## config.mk

```make
export PLATFORM = sky130hd
export DESIGN_NAME = tmul_dot_seq
export DESIGN_NICKNAME = d
export VERILOG_FILES = /design/src/rtl/tmul_dot_seq.sv
export SDC_FILE = /design/constraint.sdc
export NUM_CORES = 1
export LEC_CHECK = 0
export ABC_CLOCK_PERIOD_IN_PS = 2500
export BUFFER_PORTS_ARGS = -buffer_cell sky130_fd_sc_hd__clkbuf_2
export CORE_AREA = 2 2 154 156
export CTS_BUF_LIST = sky130_fd_sc_hd__clkbuf_8
export DETAILED_ROUTE_END_ITERATION = 10
export DIE_AREA = 0 0 156 158
export GPL_TIMING_DRIVEN = 1
export PLACE_DENSITY = 0.58
export SLEW_MARGIN = 10
export SYNTH_ARGS = -nofsm -noshare
export SYNTH_HDL_FRONTEND = slang
export SYNTH_SLANG_ARGS = --single-unit
```

## constraint.sdc

```tcl
create_clock -name clk -period 2.5 [get_ports clk]
set_input_delay 0.125 -clock clk [delete_from_list [all_inputs] [get_ports clk]]
set_output_delay 0.125 -clock clk [all_outputs]
set_load 0.01 [all_outputs]
```

## src/rtl/tmul_dot_seq.sv

```systemverilog
`timescale 1ns/1ps
`default_nettype none
// ============================================================================
// Module      : tmul_dot_seq
// Description : Operand sequencer for the TMUL FMA stage. Runs one K-length
//               dot product acc = c_init + sum(a[i]*b[i]). Each product goes
//               through the external FMA with the running accumulator as the
//               addend. The FMA result is captured LAT edges after issue.
// Revision    : 1.0 - initial release
// ============================================================================
module tmul_dot_seq #(
   parameter int K_MAX = 64,  // longest dot product accepted
   parameter int LAT   = 1,   // FMA latency in clk edges, must be >= 1
   parameter int CW    = 7    // counter width, 2**CW > K_MAX
) (
   input  logic          clk,
   input  logic          rst,        // asynchronous, active-low
   input  logic          clr,        // synchronous abort
   input  logic          start,
   input  logic [CW-1:0] k_len,
   input  logic [63:0]   c_init,
   output logic          busy,
   input  logic          in_valid,
   input  logic [31:0]   in_a,
   input  logic [31:0]   in_b,
   output logic          in_ready,
   output logic [31:0]   fma_a,
   output logic [31:0]   fma_b,
   output logic [63:0]   fma_c,
   input  logic [63:0]   fma_out,
   output logic          res_valid,
   output logic [63:0]   res_data,
   input  logic          res_ready
);

   // The wait counter must be able to hold the value LAT
   localparam int            WW      = (LAT < 2) ? 1 : $clog2(LAT + 1);
   localparam logic [CW-1:0] K_MAX_C = CW'(K_MAX);
   localparam logic [WW-1:0] LAT_C   = WW'(LAT);

   typedef enum logic [1:0] {
      S_IDLE  = 2'd0,
      S_ISSUE = 2'd1,
      S_WAIT  = 2'd2,
      S_OUT   = 2'd3
   } state_t;

   state_t        state;
   state_t        next_state;
   logic [63:0]   acc;
   logic [CW-1:0] cnt;
   logic [WW-1:0] wait_cnt;
   logic [CW-1:0] k_eff;
   logic          issue_fire;
   logic          capture;

   // Requested lengths above K_MAX are clamped
   assign k_eff      = (k_len > K_MAX_C) ? K_MAX_C : k_len;
   // An operand pair is handed to the FMA on this edge
   assign issue_fire = (state == S_ISSUE) && in_valid;
   // The FMA result for the pair in flight is usable on this edge
   assign capture    = (state == S_WAIT) && (wait_cnt == WW'(1));

   // State register
   always_ff @(posedge clk or negedge rst) begin
      if (!rst) begin
         state <= S_IDLE;
      end else begin
         state <= next_state;
      end
   end

   // Next-state logic; clr overrides every transition
   always_comb begin
      next_state = state;
      case (state)
         S_IDLE: begin
            if (start) begin
               next_state = (k_len == '0) ? S_OUT : S_ISSUE;
            end
         end
         S_ISSUE: begin
            if (in_valid) begin
               next_state = S_WAIT;
            end
         end
         S_WAIT: begin
            if (capture) begin
               next_state = (cnt == CW'(1)) ? S_OUT : S_ISSUE;
            end
         end
         S_OUT: begin
            if (res_ready) begin
               next_state = S_IDLE;
            end
         end
         default: next_state = S_IDLE;
      endcase
      if (clr) begin
         next_state = S_IDLE;
      end
   end

   // Accumulator, element counter and FMA latency counter
   always_ff @(posedge clk or negedge rst) begin
      if (!rst) begin
         acc      <= '0;
         cnt      <= '0;
         wait_cnt <= '0;
      end else if (clr) begin
         acc      <= '0;
         cnt      <= '0;
         wait_cnt <= '0;
      end else begin
         case (state)
            S_IDLE: begin
               if (start) begin
                  acc <= c_init;
                  cnt <= k_eff;
               end
            end
            S_ISSUE: begin
               if (issue_fire) begin
                  wait_cnt <= LAT_C;
               end
            end
            S_WAIT: begin
               if (capture) begin
                  acc      <= fma_out;
                  cnt      <= cnt - CW'(1);
                  wait_cnt <= '0;
               end else begin
                  wait_cnt <= wait_cnt - WW'(1);
               end
            end
            default: begin
               acc <= acc;
            end
         endcase
      end
   end

   // Outputs decoded from state; in_valid gates the operand bus only
   always_comb begin
      busy      = 1'b0;
      in_ready  = 1'b0;
      fma_a     = '0;
      fma_b     = '0;
      fma_c     = '0;
      res_valid = 1'b0;
      res_data  = '0;
      case (state)
         S_ISSUE: begin
            busy     = 1'b1;
            in_ready = 1'b1;
            fma_c    = acc;
            if (in_valid) begin
               fma_a = in_a;
               fma_b = in_b;
            end
         end
         S_WAIT: begin
            busy  = 1'b1;
            fma_c = acc;
         end
         S_OUT: begin
            busy      = 1'b1;
            res_valid = 1'b1;
            res_data  = acc;
         end
         default: begin
            busy = 1'b0;
         end
      endcase
   end

endmodule
`default_nettype wire

```

# [Word level (Yosys, flattened, before mapping)]
# Index checks and enable logic that the tools add are counted.
[word_totals] ff_bits=74 in_bits=205 out_inout_bits=195 word_cells=57
[op_classes] n_addsub=2 order_cmp=1 eq_ne=9 n_mux=30 n_reduce_logical=11
[op_table] op="2-to-1 mux 64 bit" n=5
[op_table] op="2-to-1 mux 32 bit" n=4
[op_table] op="case mux 64 bit (2 select lines)" n=1
[op_table] op="2-to-1 mux 7 bit" n=4
[op_table] op="inequality test 3 bit, second input constant" n=5
[op_table] op="2-to-1 mux 2 bit" n=7
[op_table] op="case mux 7 bit (2 select lines)" n=1
[op_table] op="case mux 2 bit (4 select lines)" n=1
[op_table] op="== test 7 x 1 -> 1 bit, second input constant" n=1
[op_table] op="> comparator 7 bit, second input constant" n=1
[op_table] op="zero test 7 bit" n=1
[op_table] op="subtractor 7 x 1 -> 7 bit, second input constant" n=1
[op_table] op="2-to-1 mux 1 bit" n=6
[op_table] op="nonzero test 3 bit" n=2
[op_table] op="== test 2 bit, second input constant" n=2
[op_table] op="AND reduction 4 bit" n=1
[op_table] op="AND reduction 3 bit" n=1
[op_table] op="OR reduction 3 bit" n=1
[op_table] op="== test 2 x 1 -> 1 bit, second input constant" n=1
[op_table] op="logical AND 1 bit" n=2
[op_table] op="zero test 2 bit" n=1
[op_table] op="case mux 1 bit (2 select lines)" n=1
[op_table] op="AND reduction 2 bit" n=1
[op_table] op="OR reduction 2 bit" n=1
[op_table] op="subtractor 1 bit, second input constant" n=1

# [Logic depth before layout (Yosys ltp)]
# Gate-level depths: netlist of the first run.
[logic_depth] depth_word=5 mapped_depth=8 ltp_nobuf=6

# [Least setup slack after synthesis of the first run]
# OpenSTA, ideal clock, no wires.
[synth_timing] kind="register to register" from="register state[0]" to="register acc[0]" setup_ps=143 arrival_ps=1692 required_time_ps=2357 slack_ps=665 path_stages_with_launch=9 n_path_buf=3 period_less_slack_ps=1835 path_cell_list="dfrtp_1 > inv_1 > ha_1 > buf_6 > nor2b_4 > nor3_4 > buf_6 > buf_4 > a211oi_1"
[synth_between] elab_chain_cells=4 word_cells_on_any_way=9 cone_classes="3 x eq/ne; 2 x mux; 4 x reduce/logical"
[synth_rtl] item="start: declaration" line_no="48" text="state_t state;"
[synth_rtl] item="start signal: assignment" line_no="69" text="state <= next_state;"
[synth_rtl] item="== test 2 bit" line_no="62, 115"
[synth_rtl] item="logical AND 1 bit" line_no="62" text="assign capture = (state == S_WAIT) && (wait_cnt == WW'(1));"
[synth_rtl] item="inequality test 3 bit (no source line)"
[synth_rtl] item="AND reduction 3 bit (no source line)"
[synth_rtl] item="end signal: assignment" line_no="118" text="acc <= c_init;"
[synth_rtl] item="end signal: assignment" line_no="129" text="acc <= fma_out;"
[synth_rtl] item="end: declaration" line_no="50" text="logic [63:0] acc;"
# Several ways; a longest one is shown, not always the timed one.
# A chain may end at the register's enable or synchronous reset.

# [Worst setup path after layout of the first run]
[layout_timing] from="register state[1]" to="output fma_b[10]"
[layout_between] elab_chain_cells=2
[layout_rtl] item="== test 2 x 1 -> 1 bit" line_no="152" text="case (state)"
[layout_rtl] item="2-to-1 mux 32 bit" line_no="152"
[layout_rtl] item="end: declaration" line_no="28" text="output logic [31:0] fma_b,"
# No other way between the ends.

==> impl_results.md, run 1 <==
* Status: finished clean
* # port buffers at 399
* EDFF count, synth at 0
* Async SR Flop Fraction at 100.0%
* Mux cell area share after synthesis at 12.51%
* Leading cell type in the layout, fill and taps excluded: clkbuf_2
* Largest family of logic cells by synthesized area: simple AND/OR/NAND/NOR gates
* Boundary Pins at 400
* DP HPWL at 14.52 mm
* Net count, final at 1,166
* RSZ-0062 raised after global routing: false
* Clk pin slew, worst setup/hold paths at 0.09 ns
* Routability cong. at 0.7750
* Max-slew violations at 0
* Required @ worst endpoint at 2.38 ns
* CTS tree: yes
* Die Y at 158 µm
* Area of the mapped netlist at 5279 µm²
* Final setup fails at 0
* Post-Synthesis Cells at 590
* Final hold slack at 0.05759 ns
* Final instance area at 7716 µm²
* Clk_lat worst skew at 0.37 ns
* Core area at 23,050 µm²
* Register bit total from synthesis at 74
* Total iterations of the first detailed-routing run at 4
* Highest fanout seen on the critical path at 67
* Worst relative slew slack at 36.06%
* Lkg Pwr at 4.171 nW
* Post-synthesis sequential area ratio at 35.08%
* # clock sinks at 74
* Yosys top cell by area: dfrtp_1
* Via density at 4.462
* Avg Inst Size Synth at 8.947 µm²
* Synth area leaders: dfrtp_1 35%, and2_1 15%, mux2i_1 13%
* Horiz. Die Dim at 156 µm
* Setup TNS at 0 ns
* Gates resized, CTS repair at 0
* Worst setup SP type: register
* Crit path kind: register to output port
* Worst-Margin Slew at 0.9592 ns
* Post-Synth Adder-Cell Area at 1.659%
* Complex-gate fraction of the synthesized area at 12.85%
* Area growth syn-to-layout at 46.17%
* Share of cells above drive strength 1 at 46.19%
* CP endpoint kind: output port
* Prevailing post-synth register cell: dfrtp_1
* Routed WL at 18.54 mm
* Num CTS Buffers at 9
* FP Rows at 56
* Hold WC Path Type: input pin to register
* Gr ovfl total at 0
* Period utilization at 86.15%
* Max Cap Violations at 0
* First-pass GRT wire length at 27.68 mm
* Peak supply drop at 602.8 µV
* Max Clock Skew at 0.01320 ns
* Vias in the first global route at 5,392
* Unique masters post-synth at 39
* Largest net degree at the start of global routing at 75
* Placed cell areas at 7500 µm²
* Final min period at 2.154 ns
* GRT Total Usage at 14.34%
* Net Count, Synth at 802
* H-tree Lvls at 3
* Xor/xnor share of the synthesized area at 0.1659%
* Yosys warnings at 0
* Most frequent cells in the layout: 397 x clkbuf_2, 128 x and2_1, 74 x dfrtp_1
* Starting Density at 22.90%
* Die ar. at 24,650 µm²
* Pwr Density at 1009 nW/µm²
* Via count at 5,573
* Clock buffer depth at 2
* # DRC at 0
* Synth Area in Simple Gates at 31.29%
* Initial drt markers at 179
* N_diodes at 0
* Final Hold Viols at 0
* Post-DR wirelength/cell at 14.85 µm
* Top cell type's share of synthesized area at 35.08%
* Fmax at 0.4643 GHz
* Critical path arrival at 2.03 ns
* Root Buffer: clkbuf_8
* Initial antenna violation count at 0
* Final ANT Viol Nets at 0
==> through the flow <==
step	util, %	power, W	cells	worst slack, ns
2_1_floorplan	-	0.005432	590	0.6655
3_3_place_gp	32.53	0.006779	1232	0.5841
3_5_place_dp	32.53	0.006890	1232	0.4436
4_1_cts	33.47	0.007932	1249	0.3176
5_1_grt	33.47	0.008524	1249	0.2025
6_report	33.47	0.007789	1249	0.3462
==> layout make-up <==
cell class                 instances  area, µm²
clock inverter                     7      82.58
tap                              290      362.8
inverter                           5      18.77
fill                            2452      15340
multi-input combinational        451       3107
clock buffer                       9      123.9
sequential                        74       1852
timing repair buffer             413       2170
==> flip-flops by register name, summed over array words and instances, names as in the netlist <==
signal	flops
wait_cnt	1
acc	64
cnt	7
state	2
==> cells by family after synthesis <==
| logic type | count (synthesis) |
|---|---|
| AND/OR/NAND/NOR | 291 |
| AO/OA/AOI/OAI | 86 |
| flip-flops | 74 |
| multiplexers | 66 |
| buffers and inverters | 65 |
| adder cells (fa/ha/maj) | 7 |
| XOR/XNOR | 1 |
==> layer usage <==
layer	GRT usage [%]	wire length, µm	vias to the layer above
met2	27.27	9518	243
met3	3.312	1323	20
met4	4.456	288	0
met5	0	0	-
li1	-	-	2789
met1	15.77	7411	2521
==> what timing repair did <==
| action | in CTS | in global routing |
|---|---|---|
| setup endpoints to repair | 0 | 0 |
| setup buffers | 0 | 0 |
| endpoints found under the hold margin | 74 | 0 |
| hold buffers | 1 | 0 |
==> power breakdown <==
part           total (W)  switching (W)  leakage [nW]  internal (W)
registers        0.00209       0.000382         0.969       0.00171
clock network    0.00101       0.000532        0.0988      0.000479
logic            0.00469        0.00274          3.10       0.00194
total            0.00779        0.00366          4.17       0.00413
==> worst paths after layout <==
path | startpoint | endpoint | slack (ns) | cells after the start
max | state[1]$_DFFE_PN0P_ | fma_b[10] | 0.35 | 5
min in group asynchronous | rst | acc[11]$_DFFE_PN0P_ | 0.47 | 2
min reg2reg | acc[16]$_DFFE_PN0P_ | acc[16]$_DFFE_PN0P_ | 0.57 | 2
min | k_len[2] | cnt[2]$_DFFE_PN0P_ | 0.06 | 3
max in group asynchronous | rst | acc[35]$_DFFE_PN0P_ | 1.40 | 2
max reg2reg | state[1]$_DFFE_PN0P_ | acc[12]$_DFFE_PN0P_ | 0.44 | 7
==> synthesized netlist by cell type, drive strengths merged (5+ instances only) <==
cell and n:
nor2 70, dfrtp 74, buf 20, clkbuf 40, mux2i 66, and3 64
and2 128, nor2b 6, a211oi 67, ha 7, nand2 7, inv 5
==> critical path, cell delays in order, from the launching register on <==
cell      delay (ns)
dfrtp_1         0.43
inv_1           0.14
ha_2            0.23
buf_4           0.42
and3_1          0.24
clkbuf_2        0.18
(Power assumes the default switching activity.)
==> inputs of run 2 (changes only) <==
--- a/config.mk
+++ b/config.mk
@@ -13,6 +13,7 @@
 export DIE_AREA = 0 0 156 158
 export GPL_TIMING_DRIVEN = 1
 export PLACE_DENSITY = 0.58
+export RECOVER_POWER = 25
 export SLEW_MARGIN = 10
 export SYNTH_ARGS = -nofsm -noshare
 export SYNTH_HDL_FRONTEND = slang
==> run 2 against run 1 <==
  * The flow now finishes with violations (capacitance limit, slew limit)
  * Die area is the same
  * Final cell count is the same
  * Non-clock buffer count is the same
  * Count of clock-buffer cells in the layout is the same
  * Worst setup slack gained 0.0036 ns
  * Global-route usage is the same
  * Clock skew grew 0.00071 ns
  * First-iteration DRC count grew 2.8%
  * Largest power group unchanged
  * Highest routed layer unchanged
==> impl_results.md, run 2 (synthesized netlist as in run 1, its figures left out) <==
* CP top delay family: buffers and inverters
* Initial antenna violation count at 0 (unchanged)
* Largest register by flop count: acc
* Most frequent cells in the layout: 393 x clkbuf_2, 124 x and2_1, 74 x dfrtp_1
* Max reg flops at 64 (unchanged)
* Area growth syn-to-layout at 45.91%
* Worst setup SP type: register
* Initial drt markers at 184 (+2.8%)
* # clock sinks at 74 (unchanged)
* Final hold slack at 0.06714 ns (+0.009554 ns)
* Gates resized, CTS repair at 0 (unchanged)
* Placed cell areas at 7500 µm² (unchanged)
* Met1 Track Usage GR at 15.77% (unchanged)
* Largest regs: acc: 64 flops, cnt: 7 flops, state: 2 flops
* Final min period at 2.150 ns (-0.003551 ns)
* First-pass GRT wire length at 27.68 mm (unchanged)
* Routability cong. at 0.7750 (unchanged)
* Largest net degree at the start of global routing at 75 (unchanged)
* Final Hold Viols at 0 (unchanged)
* Via count at 5,572 (-0.018%)
* Lkg Pwr at 4.153 nW (-0.44%)
* Boundary Pins at 400 (unchanged)
* Max Cap Violations at 1 (+1)
* Routed WL at 18.53 mm (about the same)
* Period utilization at 86.01% (-0.14 points)
* Pwr Density at 1009 nW/µm² (about the same)
* Post-CTS Setup Bufs at 0 (unchanged)
* Bufs and invs on worst path at 3 (unchanged)
* Horiz. Die Dim at 156 µm (unchanged)
* Violations in the final reports: capacitance limit, slew limit
* Final setup fails at 0 (unchanged)
* Worst path slowest cell: dfrtp_1
* Critical path arrival at 2.03 ns (about the same)
* Peak supply drop at 598.0 µV (-0.80%)
* H-tree Lvls at 3 (unchanged)
* Hold WC Path Type: input pin to register
* Final instance area at 7702 µm² (-0.18%)
* Gr ovfl total at 0 (unchanged)
* Met3 Use GR at 3.312% (unchanged)
* Vias in the first global route at 5,392 (unchanged)
* Status: complete, but fails checks
* Highest fanout seen on the critical path at 67 (unchanged)
* Max Clock Skew at 0.01391 ns (+0.0007095 ns)
* Die Y at 158 µm (unchanged)
* Leading cell type in the layout, fill and taps excluded: clkbuf_2
* CP peak stage delay at 0.43 ns (about the same)
* Clk pin slew, worst setup/hold paths at 0.10 ns (about the same)
* Total iterations of the first detailed-routing run at 4 (unchanged)
* CTS Hold Bufs at 1 (unchanged)
* Via density at 4.461 (about the same)
* CTS tree: yes
* Worst relative slew slack at -25.90% (-62 points)
* Met2 usage at 27.27% (unchanged)
* Required @ worst endpoint at 2.38 ns (about the same)
* Core area at 23,050 µm² (unchanged)
* Share of cells above drive strength 1 at 45.46% (-0.73 points)
* N_diodes at 0 (unchanged)
* GRT busiest layer: met2
* FP Rows at 56 (unchanged)
* Final ANT Viol Nets at 0 (unchanged)
* CP Cell Sequence: inv_1, ha_2, buf_4, and3_1, clkbuf_2
* GRT Total Usage at 14.34% (unchanged)
* Clock buffer depth at 2 (unchanged)
* Max-slew violations at 75 (+75)
* RSZ-0062 raised after global routing: false
* Root Buffer: clkbuf_8
* # port buffers at 399 (unchanged)
* Starting Density at 22.90% (unchanged)
* CP endpoint kind: output port
* DP HPWL at 14.52 mm (unchanged)
* Crit path kind: register to output port
* Worst-Margin Slew at 1.888 ns (+0.9293 ns)
* Setup TNS at 0 ns (unchanged)
* Net count, final at 1,166 (unchanged)
* Fmax at 0.4651 GHz (+0.17%)
* Num CTS Buffers at 9 (unchanged)
* # DRC at 0 (unchanged)
* Die ar. at 24,650 µm² (unchanged)
* Clk_lat worst skew at 0.37 ns (about the same)
* Post-DR wirelength/cell at 14.84 µm (about the same)
run 2: cell count changes in the layout (fill, tap and decap cells not counted), moves of 2 or more:
cell      delta
ha_1         +2
clkbuf_1     +5
clkbuf_2     -4
and2_1       -4
ha_2         -2
and2_0       +4
run 2: worst min-delay path: cells and delay by family:
family,cells,cell delay (ns)
muxes,1,0.12
buffers and inverters,1,0.08
AOI/OAI and AO/OA,1,0.08
run 2: layout make-up:
class	count	area, µm²
clock buffers	9	123.9
clock inverters	7	82.58
fillers	2459	15350
inverters	5	18.77
multi-input cells	451	3102
flip-flops and latches	74	1852
well taps	290	362.8
repair buffers	413	2161
run 2: report_power, final:
group          total (W)  switching [W]  internal, W
Clock            0.00101       0.000530     0.000479
Combinational    0.00467        0.00274      0.00193
Sequential       0.00209       0.000382      0.00171
run 2: through the flow:
stage	cells	util, %	total power (W)	setup WS, ns
6_report	1249	33.41	0.007769	0.3498
3_5_place_dp	1232	32.53	0.006890	0.4436
2_1_floorplan	590	-	0.005432	0.6655
3_3_place_gp	1232	32.53	0.006779	0.5841
4_1_cts	1249	33.47	0.007932	0.3176
5_1_grt	1249	33.41	0.008513	0.1548
run 2: worst paths after layout:
path	startpoint	endpoint	slack, ns	depth (start not counted)
worst max-delay path	state[1]$_DFFE_PN0P_	fma_a[30]	0.35	5
worst min-delay path	fma_out[49]	acc[49]$_DFFE_PN0P_	0.07	3
worst max register to register	state[1]$_DFFE_PN0P_	acc[12]$_DFFE_PN0P_	0.41	7
worst min register to register	acc[16]$_DFFE_PN0P_	acc[16]$_DFFE_PN0P_	0.57	2
max in group asynchronous	rst	acc[35]$_DFFE_PN0P_	0.55	2
min in group asynchronous	rst	acc[6]$_DFFE_PN0P_	0.84	2
run 2: per-layer routing:
layer | up-vias | wire (µm)
met2 | 241 | 9512
met4 | 0 | 287
li1 | 2791 | -
met1 | 2520 | 7371
met3 | 20 | 1360
met5 | - | 0
==> inputs of run 3 (changes only) <==
==> config.mk (replaced) <==
export PLATFORM = sky130hd
export DESIGN_NAME = tmul_dot_seq
export DESIGN_NICKNAME = d
export VERILOG_FILES = /design/src/rtl/tmul_dot_seq.sv
export SDC_FILE = /design/constraint.sdc
export NUM_CORES = 1
export LEC_CHECK = 0
export ABC_AREA = 1
export ABC_CLOCK_PERIOD_IN_PS = 2500
export BUFFER_PORTS_ARGS = -buffer_cell sky130_fd_sc_hd__clkbuf_2
export CORE_AREA = 2 2 156 158
export CTS_BUF_LIST = sky130_fd_sc_hd__clkbuf_8
export DETAILED_ROUTE_END_ITERATION = 10
export DIE_AREA = 0 0 158 160
export GPL_TIMING_DRIVEN = 1
export PLACE_DENSITY = 0.58
export RECOVER_POWER = 25
export SLEW_MARGIN = 20
export SYNTH_ARGS = -nofsm -noshare
export SYNTH_HDL_FRONTEND = slang
export SYNTH_SLANG_ARGS = --single-unit
==> run 3 against run 2 <==
  * The flow still finishes with violations (capacitance limit, slew limit)
  * Final cell count is 21% higher
  * Die area is 2.6% higher
  * Global-route usage up 1.8 points
  * Synthesized cell count increased by 36%
  * Synthesized area increased by 2.6%
  * Count of clock-buffer cells in the layout rose by 1
  * Hold slack got worse by 0.0068 ns
  * Power decreased by 16%
  * Non-clock buffer count shrank 2
  * Routed wire length increased by 13%
  * First-iteration DRC count is 39% higher
  * Critical path type unchanged
  * Largest cell class unchanged
  * Largest power group unchanged
==> impl_results.md, run 3 <==
* Status: complete, but fails checks
* Violations in the final reports: capacitance limit, slew limit
* Num CTS Buffers at 9 (unchanged)
* Die Y at 160 µm (+1.3%)
* Fmax at 0.4598 GHz (-1.1%)
* Gr ovfl total at 0 (unchanged)
* Clock buffer depth at 2 (unchanged)
* Worst-Margin Slew at 1.901 ns (+0.01289 ns)
* Largest register by flop count: acc
* Unique masters post-synth at 29 (-26%)
* Avg Inst Size Synth at 6.745 µm² (-25%)
* Xor/xnor share of the synthesized area at 0.1617% (-0.0042 points)
* Final Hold Viols at 0 (unchanged)
* Most frequent cells in the layout: 392 x clkbuf_2, 230 x nand2_1, 204 x inv_1
* Via density at 4.098 (-8.1%)
* Initial antenna violation count at 2 (+2)
* Initial drt markers at 256 (+39%)
* Post-Synthesis Cells at 803 (+36%)
* Routability cong. at 0.8369 (+8.0%)
* Async SR Flop Fraction at 100.0% (unchanged)
* Boundary Pins at 400 (unchanged)
* Area growth syn-to-layout at 45.48%
* Vias in the first global route at 6,086 (+13%)
* CTS tree: yes
* Final setup fails at 0 (unchanged)
* RSZ-0062 raised after global routing: false
* Final ANT Viol Nets at 0 (unchanged)
* Post-synthesis sequential area ratio at 34.19% (-0.89 points)
* Largest net degree at the start of global routing at 75 (unchanged)
* CP endpoint kind: output port
* Required @ worst endpoint at 2.38 ns (about the same)
* Pwr Density at 823.9 nW/µm² (-18%)
* Critical path arrival at 2.05 ns (+0.02 ns)
* H-tree Lvls at 3 (unchanged)
* Post-Synth Adder-Cell Area at 1.617% (-0.042 points)
* Share of cells above drive strength 1 at 37.18% (-8.3 points)
* EDFF count, synth at 0 (unchanged)
* Post-DR wirelength/cell at 13.80 µm (-7.0%)
* DP HPWL at 16.74 mm (+15%)
* Horiz. Die Dim at 158 µm (+1.3%)
* Root Buffer: clkbuf_8
* # DRC at 0 (unchanged)
* Commonest cells in the netlist: 231 x nand2_1, 204 x inv_1, 75 x nor2_1
* Max Cap Violations at 1 (unchanged)
* Synth area leaders: dfrtp_1 34%, nand2_1 16%, inv_1 14%
* Yosys warnings at 0 (unchanged)
* Top cell type's share of synthesized area at 34.19% (-0.89 points)
* Starting Density at 22.74% (-0.16 points)
* Crit path kind: register to output port
* Mux cell area share after synthesis at 11.83% (-0.69 points)
* Net Count, Synth at 1,015 (+27%)
* Final hold slack at 0.06034 ns (-0.006798 ns)
* FP Rows at 57 (+1.8%)
* Post-CTS Setup Bufs at 0 (unchanged)
* Max Clock Skew at 0.01497 ns (+0.001061 ns)
* Period utilization at 86.99% (+0.99 points)
* Max reg flops at 64 (unchanged)
* Net count, final at 1,393 (+19%)
* # clock sinks at 74 (unchanged)
* Via count at 6,196 (+11%)
* Post-Place Setup Slack at 0.5602 ns (+0.1167 ns)
* Highest fanout seen on the critical path at 64 (-4.5%)
* Hold WC Path Type: input pin to register
* Total iterations of the first detailed-routing run at 4 (unchanged)
* Largest regs: acc: 64 flops, cnt: 7 flops, state: 2 flops
* Worst setup SP type: register
* Setup TNS at 0 ns (unchanged)
* Largest family of logic cells by synthesized area: simple AND/OR/NAND/NOR gates
* Clk pin slew, worst setup/hold paths at 0.09 ns (about the same)
* Die ar. at 25,280 µm² (+2.6%)
* Final worst slack at 0.3251 ns (-0.02467 ns)
* GRT Total Usage at 16.13% (+1.8 points)
* Clk_lat worst skew at 0.36 ns (about the same)
* Peak supply drop at 488.3 µV (-18%)
* Lkg Pwr at 5.312 nW (+28%)
* First-pass GRT wire length at 31.73 mm (+15%)
* Routed WL at 20.86 mm (+13%)
* Worst relative slew slack at -26.76% (-0.86 points)
* Max-slew violations at 75 (unchanged)
* Prevailing post-synth register cell: dfrtp_1
* # port buffers at 399 (unchanged)
* Final min period at 2.175 ns (+0.02467 ns)
* Leading cell type in the layout, fill and taps excluded: clkbuf_2
* Yosys top cell by area: dfrtp_1
* Top-count cell post-synth: nand2_1
* Register bit total from synthesis at 74 (unchanged)
* Complex-gate fraction of the synthesized area at 8.385% (-4.5 points)
* Area of the mapped netlist at 5416 µm² (+2.6%)
* Core area at 23,820 µm² (+3.3%)
* Synth Area in Simple Gates at 23.84% (-7.4 points)
run 3: kinds of logic (layout without fill, tap and decap cells):
family                   count (synthesis)  count (layout)
flip-flops                              74              74
buffers and inverters                  251             634
AND/OR/NAND/NOR                        327             327
other                                    0               2
AO/OA/AOI/OAI                           79              79
XOR/XNOR                                 1               1
adder cells (fa/ha/maj)                  7               7
multiplexers                            64              64
run 3: final timing paths:
kind	from	to	slack (ns)	depth (start not counted)
hold reg to reg	cnt[1]$_DFFE_PN0P_	cnt[1]$_DFFE_PN0P_	0.51	2
setup / recovery	state[1]$_DFFE_PN0P_	fma_b[25]	0.33	6
min in group asynchronous	rst	acc[47]$_DFFE_PN0P_	0.84	2
max in group asynchronous	rst	acc[18]$_DFFE_PN0P_	0.54	2
hold / removal	c_init[33]	acc[33]$_DFFE_PN0P_	0.06	3
setup reg to reg	state[1]$_DFFE_PN0P_	acc[60]$_DFFE_PN0P_	0.61	7
run 3: what timing repair did:
item                                    CTS  global route
endpoints found under the hold margin    74             0
hold buffers                              1             0
gates resized for setup                   0             1
endpoints found under the setup margin    0            10
run 3: per-layer routing:
| metal | vias up | global-route usage [%] | wire (µm) |
|---|---|---|---|
| met4 | 0 | 3.972 | 219 |
| met1 | 2825 | 17.78 | 8084 |
| li1 | 3106 | - | - |
| met3 | 12 | 3.609 | 1501 |
| met5 | - | 0 | 0 |
| met2 | 253 | 30.79 | 11060 |
run 3: cell type report:
class	instances	area [µm²]
antenna	2	5.005
timing repair buffer	411	2135
sequential	74	1852
fill	2688	15940
inverter	207	782.0
clock inverter	6	66.31
clock buffer	10	137.6
multi-input combinational	478	2497
tap	324	405.4
run 3: critical path, cell delays in order, from the launching register on:
cell      delay, ns
dfrtp_1        0.43
inv_1          0.12
ha_1           0.30
nand2_2        0.17
buf_6          0.39
nor2_1         0.11
clkbuf_2       0.15
run 3: where the power goes:
| part | switching (W) | total (W) | internal, W |
|---|---|---|---|
| registers | 0.000495 | 0.00222 | 0.00172 |
| clock network | 0.000505 | 0.000994 | 0.000488 |
| logic | 0.00204 | 0.00328 | 0.00124 |
run 3: stage by stage:
step,utilization (%),instances,cell area [µm²],power [W]
4_1_cts,33.11,1510,7888,0.006620
5_1_grt,33.08,1512,7880,0.007081
3_3_place_gp,32.21,1493,7674,0.005538
2_1_floorplan,-,803,5416,0.004235
6_report,33.08,1512,7880,0.006492
3_5_place_dp,32.21,1493,7674,0.005587
